[src/rtl/step_ctrl_pkg.sv]
// Shared encodings for the CPU step controller: FSM states, mode_sel
// decodes and the default pushbutton debounce length.
package step_ctrl_pkg;

  typedef enum logic [1:0] {
    S_HALT = 2'd0,
    S_RUN  = 2'd1,
    S_STEP = 2'd2,
    S_STOP = 2'd3
  } state_t;

  localparam logic [1:0] MODE_HALT = 2'b00;
  localparam logic [1:0] MODE_RUN  = 2'b01;
  localparam logic [1:0] MODE_STEP = 2'b10;

  localparam logic [19:0] DEBOUNCE_DEFAULT = 20'd500_000;

  // Map a mode_sel value to the state that mode requests; 11 behaves as halt.
  function automatic state_t mode_target(input logic [1:0] mode);
    state_t tgt;
    case (mode)
      MODE_RUN:  tgt = S_RUN;
      MODE_STEP: tgt = S_STEP;
      default:   tgt = S_HALT;
    endcase
    return tgt;
  endfunction

endpackage

[src/rtl/cpu_step_ctrl_btn_debouncer.sv]
// Pushbutton conditioning: two-flop synchroniser, stability counter and a
// registered one-cycle pulse on each accepted rising level.
import step_ctrl_pkg::*;

module btn_debouncer #(
  parameter int unsigned DEBOUNCE_CYCLES = int'(DEBOUNCE_DEFAULT)
) (
  input  logic clk,
  input  logic reset,
  input  logic btn,
  output logic press
);

  localparam int unsigned CW = (DEBOUNCE_CYCLES > 1) ? $clog2(DEBOUNCE_CYCLES) : 1;
  localparam logic [CW-1:0] CNT_LAST = CW'(DEBOUNCE_CYCLES - 1);
  localparam logic [CW-1:0] CNT_ONE  = CW'(1);

  logic          sync1;
  logic          sync2;
  logic          stable;
  logic [CW-1:0] cnt;
  logic          press_r;

  // Two-flop synchroniser bringing the raw button into the clock domain.
  always_ff @(posedge clk) begin
    if (reset) begin
      sync1 <= 1'b0;
      sync2 <= 1'b0;
    end else begin
      sync1 <= btn;
      sync2 <= sync1;
    end
  end

  // Accept a new level only after DEBOUNCE_CYCLES consecutive differing samples;
  // a 0->1 acceptance produces a single press pulse, so a held button pulses once.
  always_ff @(posedge clk) begin
    if (reset) begin
      stable  <= 1'b0;
      cnt     <= '0;
      press_r <= 1'b0;
    end else begin
      press_r <= 1'b0;
      if (sync2 == stable) begin
        cnt <= '0;
      end else if (cnt == CNT_LAST) begin
        stable  <= sync2;
        cnt     <= '0;
        press_r <= sync2;
      end else begin
        cnt <= cnt + CNT_ONE;
      end
    end
  end

  assign press = press_r;

endmodule

[src/rtl/cpu_step_ctrl.sv]
// CPU clock-enable controller: turns divider ticks (RUN) or debounced button
// presses (STEP) into single-cycle cpu_en pulses and counts them.
// Optional feature macro: BREAKPOINT_EN (PC breakpoint stops a RUN).
import step_ctrl_pkg::*;

module cpu_step_ctrl #(
  parameter int unsigned DEBOUNCE_CYCLES = int'(DEBOUNCE_DEFAULT),
  parameter int unsigned CNT_W           = 32
) (
  input  logic             clock_in,
  input  logic             reset,
  input  logic             tick_in,
  input  logic [1:0]       mode_sel,
  input  logic             step_btn,
  input  logic             halt_req,
  input  logic [31:0]      pc_in,
  input  logic [31:0]      bp_addr,
  output logic             cpu_en,
  output logic [CNT_W-1:0] cycle_count,
  output logic [1:0]       state_out,
  output logic             bp_hit
);

  localparam logic [CNT_W-1:0] CNT_ONE = CNT_W'(1);

  state_t           state;
  logic             tick_q;
  logic             tick_p;
  logic             press_p;
  logic             bp_match;
  logic             cpu_en_r;
  logic [CNT_W-1:0] count_r;
  logic             bp_hit_r;
  state_t           target;

  btn_debouncer #(
    .DEBOUNCE_CYCLES(DEBOUNCE_CYCLES)
  ) u_debouncer (
    .clk  (clock_in),
    .reset(reset),
    .btn  (step_btn),
    .press(press_p)
  );

  // Remember the previous divider level so its rising edge can be found.
  always_ff @(posedge clock_in) begin
    if (reset) begin
      tick_q <= 1'b0;
    end else begin
      tick_q <= tick_in;
    end
  end

  assign tick_p = tick_in & ~tick_q;
  assign target = mode_target(mode_sel);

`ifdef BREAKPOINT_EN
  assign bp_match = (pc_in == bp_addr);
`else
  logic unused_bp;
  assign bp_match  = 1'b0;
  assign unused_bp = ^{pc_in, bp_addr};
`endif

  // Mode FSM with registered enable, pulse counter and sticky breakpoint flag.
  // Priority inside a state: halt_req, then mode change, then pulse generation.
  always_ff @(posedge clock_in) begin
    if (reset) begin
      state    <= S_HALT;
      cpu_en_r <= 1'b0;
      count_r  <= '0;
      bp_hit_r <= 1'b0;
    end else begin
      cpu_en_r <= 1'b0;
      case (state)
        S_HALT: begin
          state <= target;
        end
        S_RUN: begin
          if (halt_req) begin
            state <= S_STOP;
          end else if (target != S_RUN) begin
            state <= target;
          end else if (tick_p && bp_match) begin
            state    <= S_STOP;
            bp_hit_r <= 1'b1;
          end else if (tick_p) begin
            cpu_en_r <= 1'b1;
            count_r  <= count_r + CNT_ONE;
          end else begin
            state <= S_RUN;
          end
        end
        S_STEP: begin
          if (halt_req) begin
            state <= S_STOP;
          end else if (target != S_STEP) begin
            state <= target;
          end else if (press_p) begin
            cpu_en_r <= 1'b1;
            count_r  <= count_r + CNT_ONE;
          end else begin
            state <= S_STEP;
          end
        end
        S_STOP: begin
          if (target == S_HALT) begin
            state    <= S_HALT;
            bp_hit_r <= 1'b0;
          end else begin
            state <= S_STOP;
          end
        end
        default: begin
          state <= S_HALT;
        end
      endcase
    end
  end

  assign cpu_en      = cpu_en_r;
  assign cycle_count = count_r;
  assign state_out   = state;
  assign bp_hit      = bp_hit_r;

endmodule
[config.mk]
export PLATFORM = sky130hd
export DESIGN_NAME = cpu_step_ctrl
export DESIGN_NICKNAME = d
export VERILOG_FILES = /design/src/rtl/step_ctrl_pkg.sv /design/src/rtl/cpu_step_ctrl_btn_debouncer.sv /design/src/rtl/cpu_step_ctrl.sv
export SDC_FILE = /design/constraint.sdc
export NUM_CORES = 1
export LEC_CHECK = 0
export BUFFER_PORTS_ARGS = -buffer_cell sky130_fd_sc_hd__buf_2
export CELL_PAD_IN_SITES_DETAIL_PLACEMENT = 0
export CELL_PAD_IN_SITES_GLOBAL_PLACEMENT = 2
export CORE_ASPECT_RATIO = 1.4
export CORE_UTILIZATION = 28
export DETAILED_ROUTE_END_ITERATION = 6
export PLACE_DENSITY = 0.88
export SLEW_MARGIN = 15
export SYNTH_ARGS = -nofsm -noshare
export SYNTH_HDL_FRONTEND = slang
export SYNTH_SLANG_ARGS = --single-unit
[constraint.sdc]
create_clock -name clock_in -period 3.15 [get_ports clock_in]
set_clock_uncertainty 0.15 [all_clocks]
set_input_delay 0.315 -clock clock_in [delete_from_list [all_inputs] [get_ports clock_in]]
set_output_delay 0.315 -clock clock_in [all_outputs]
set_load 0.01 [all_outputs]
==> qor.csv <==
stage,metric,value,unit
sta,setup_tns,0,ps
layout,Final nets,461,
sta,Worst-Margin Slew,561,ps
global_routing,first-pass GRT wire length,10700,µm
power_and_ir_drop,fraction of power spent switching nets,21.2,%
place,DP HPWL,4540,µm
sta,crit share post-route,79.1,%
place,final RePlAce weighted congestion,0.776,
sta,minimum clock period,2490,ps
run,max-cap viol count,0,
layout,Syn-to-layout area delta,20.5,%
clock_network,Clock Latency Late Sink,320,ps
worst_hold_path,Worst Hold Class,in2reg,
logic_synthesis,Yosys reg bits,59,
clock_network,Num CTS Buffers,9,
floorplan,Rows,44,
worst_setup_path,"Arr. time, crit path",2550,ps
worst_setup_path,critical-path cell list,inv_1 > ha_1 > nand2b_1 > a22o_1 > buf_4 > nor4_1 > mux2_2,
floorplan,Die Area,0.0110,mm²
worst_setup_path,Startpoint Class,flop,
logic_synthesis,syn nets,423,
sta,Final Hold Vio Count,0,
logic_synthesis,Ys Warns,0,
outcome,status,"complete, no violations",
detailed_routing,DRT Pass-1 Iters,6,
worst_setup_path,Worst setup EP type,flop,
power_and_ir_drop,power density over cell area,487,mW/mm²
worst_setup_path,"Req. time, crit path",3200,ps
place,# port buffers,41,
global_routing,GRT Overall Usage,12.4,%
layout,Antenna Cells,0,
global_routing,initial antenna violation count,0,
logic_synthesis,"Seq/Total Area, Yosys",39.9,%
global_routing,Congestion Overflow GR,0,
detailed_routing,Routed WL per cell,12.5,µm
detailed_routing,initial DRC count,101,
floorplan,I/O pins,107,
logic_synthesis,cell count after synthesis,342,
clock_network,root buffer cell,clkbuf_16,
power_and_ir_drop,clock network fraction of total power,51.8,%
layout,"most common cell after layout, fill and taps aside",dfxtp_1,
clock_network,cts-stage hold buffer count,0,
sta,"Setup violations, final",0,
clock_network,clock slew at reported path FFs,50,ps
logic_synthesis,Mapped Area,0.00296,mm²
detailed_routing,ANT nets after route,0,
clock_network,TritonCTS clock tree,done,
clock_network,CTS Sinks,59,
power_and_ir_drop,Switch Pwr,369,µW
place,DP Worst Slack,678,ps
power_and_ir_drop,Int Power,1370,µW
layout,highest-count cells in the layout ignoring fill and taps,"59 x dfxtp_1, 41 x buf_2, 29 x a21oi_1, 29 x nor2_1, 19 x or4_1",
layout,layout cells sized above 1,19.0,%
sta,Hold WS,67.8,ps
sta,Slew Limit Fails,0,
worst_setup_path,Crit Path Class,reg2reg,
power_and_ir_drop,Final Total Pwr,1740,µW
power_and_ir_drop,Leak,0.00128,µW
sta,RSZ-0062 raised after global routing,false,
clock_network,H-tree depth,3,
detailed_routing,DR vias/cell,5.03,
worst_setup_path,max incr delay on CP,430,ps
sta,fmax,401,MHz
detailed_routing,final WL,6530,µm
power_and_ir_drop,combinational power share,4.4,%
power_and_ir_drop,Seq pwr share,43.8,%
detailed_routing,DRC violations left,0,
worst_setup_path,crit path max fanout,55,
logic_synthesis,Yosys cell types,45,
clock_network,Clock Path Buffers,2,
sta,Rel. slew slack,62.2,%
global_routing,largest net degree at the start of global routing,56,
clock_network,# resized after CTS,0,
logic_synthesis,synthesized area per cell,8.65,µm²
global_routing,vias in the first global route,2358,
detailed_routing,vias,2628,
floorplan,Die Ht,124,µm
floorplan,initial core utilization,28.6,%
power_and_ir_drop,"IR drop worst, VDD",0.204,mV
floorplan,Die W,88.9,µm
sta,post-route setup slack,657,ps
clock_network,post-CTS setup buffers,0,
worst_setup_path,critical path's slowest cell,nor4_1,
floorplan,Core Area,0.0103,mm²
layout make-up:
class / instances / area [µm²]
clock inverter: 2 / 10.0
sequential: 59 / 1180
fill: 1113 / 6790
clock buffer: 13 / 270
timing repair buffer: 45 / 235
multi-input combinational: 250 / 1640
inverter: 15 / 56.3
tap: 138 / 173
worst max-delay path, delay by kind of cell (launching register included):
kind,cells,cell delay [ps]
AO/OA/AOI/OAI,1,220
adder cells (fa/ha/maj),1,240
buffers and inverters,2,350
flip-flops,1,420
multiplexers,1,370
AND/OR/NAND/NOR,2,580
Yosys cell counts, drive strengths merged:
master | instances | area (µm²)
a21oi | 29 | 145
a22o | 1 | 8.76
a31o | 1 | 8.76
and2 | 1 | 6.26
and3 | 5 | 31.3
and3b | 1 | 8.76
and4 | 5 | 45.0
buf | 6 | 36.3
clkbuf | 12 | 45.0
conb | 1 | 3.75
dfxtp | 59 | 1180
ha | 10 | 125
inv | 15 | 56.3
mux2 | 7 | 78.8
mux2i | 2 | 20.0
nand2 | 14 | 52.6
nand2b | 3 | 18.8
nand3 | 17 | 85.1
nand4 | 15 | 106
nand4b | 2 | 17.5
nand4bb | 1 | 11.3
nor2 | 29 | 109
nor2b | 11 | 68.8
nor3 | 4 | 20.0
nor3b | 1 | 7.51
nor4 | 12 | 75.1
nor4b | 2 | 17.5
o211ai | 1 | 7.51
o21a | 1 | 7.51
o21ai | 8 | 40.0
o31ai | 18 | 135
o32ai | 1 | 8.76
or3 | 9 | 57.6
or4 | 21 | 163
xnor2 | 11 | 96.3
xor2 | 6 | 52.6
metrics by stage:
stage / utilization (%) / instance area [µm²] / std cells
global placement: 31.7 / 3280 / 507
floorplan: - / 2960 / 342
global route: 34.4 / 3560 / 522
detailed placement: 31.7 / 3280 / 507
CTS: 34.4 / 3560 / 522
finish: 34.4 / 3560 / 522
sequential cells by signal (all words and copies together) (netlist names):
name / count
cpu_en: 1
u_debouncer.stable: 1
state_out: 2
u_debouncer.press: 1
cycle_count: 32
tick_q: 1
u_debouncer.cnt: 19
u_debouncer.sync1: 1
u_debouncer.sync2: 1
metal layers:
layer | vias up | part of all wire [%] | track usage [%] | wire length [µm]
met5 | - | 0 | 0 | 0
met4 | 0 | 1.4 | 4.54 | 93
met3 | 9 | 3.9 | 3.51 | 257
met2 | 37 | 50 | 21.5 | 3240
met1 | 1249 | 45 | 14.3 | 2930
li1 | 1333 | - | - | -
worst paths after layout:
kind | startpoint | end | slack, ps | cells past startpoint
worst min-delay path | step_btn | u_debouncer.sync1 | 70 | 2
worst max-delay path | state_out[0] | cycle_count[31] | 660 | 7
worst min register to register | u_debouncer.sync1 | u_debouncer.sync2 | 300 | 1
worst max register to register | state_out[0] | cycle_count[31] | 660 | 7
cells by family (layout without fill, tap and decap cells):
family | after synthesis | in the layout | synth area share (%)
AOI/OAI and AO/OA | 60 | 60 | 12.2
xor gates and xnor gates | 17 | 17 | 5.03
adders and majority gates | 10 | 10 | 4.23
buffers and inverters | 33 | 75 | 4.65
DFF | 59 | 59 | 39.9
muxes | 9 | 9 | 3.34
other | 1 | 1 | 0.127
and+or+nand+nor | 153 | 153 | 30.5
power by group through the flow:
stage | Clock, µW | Combinational, µW | Sequential, µW
6_report | 900 | 76.0 | 761
5_1_grt | 963 | 86.5 | 761
4_1_cts | 934 | 77.0 | 760
3_5_place_dp | 0 | 76.8 | 776
3_3_place_gp | 0 | 75.4 | 775
2_1_floorplan | 0 | 54.8 | 776
(Power assumes the default switching activity.)
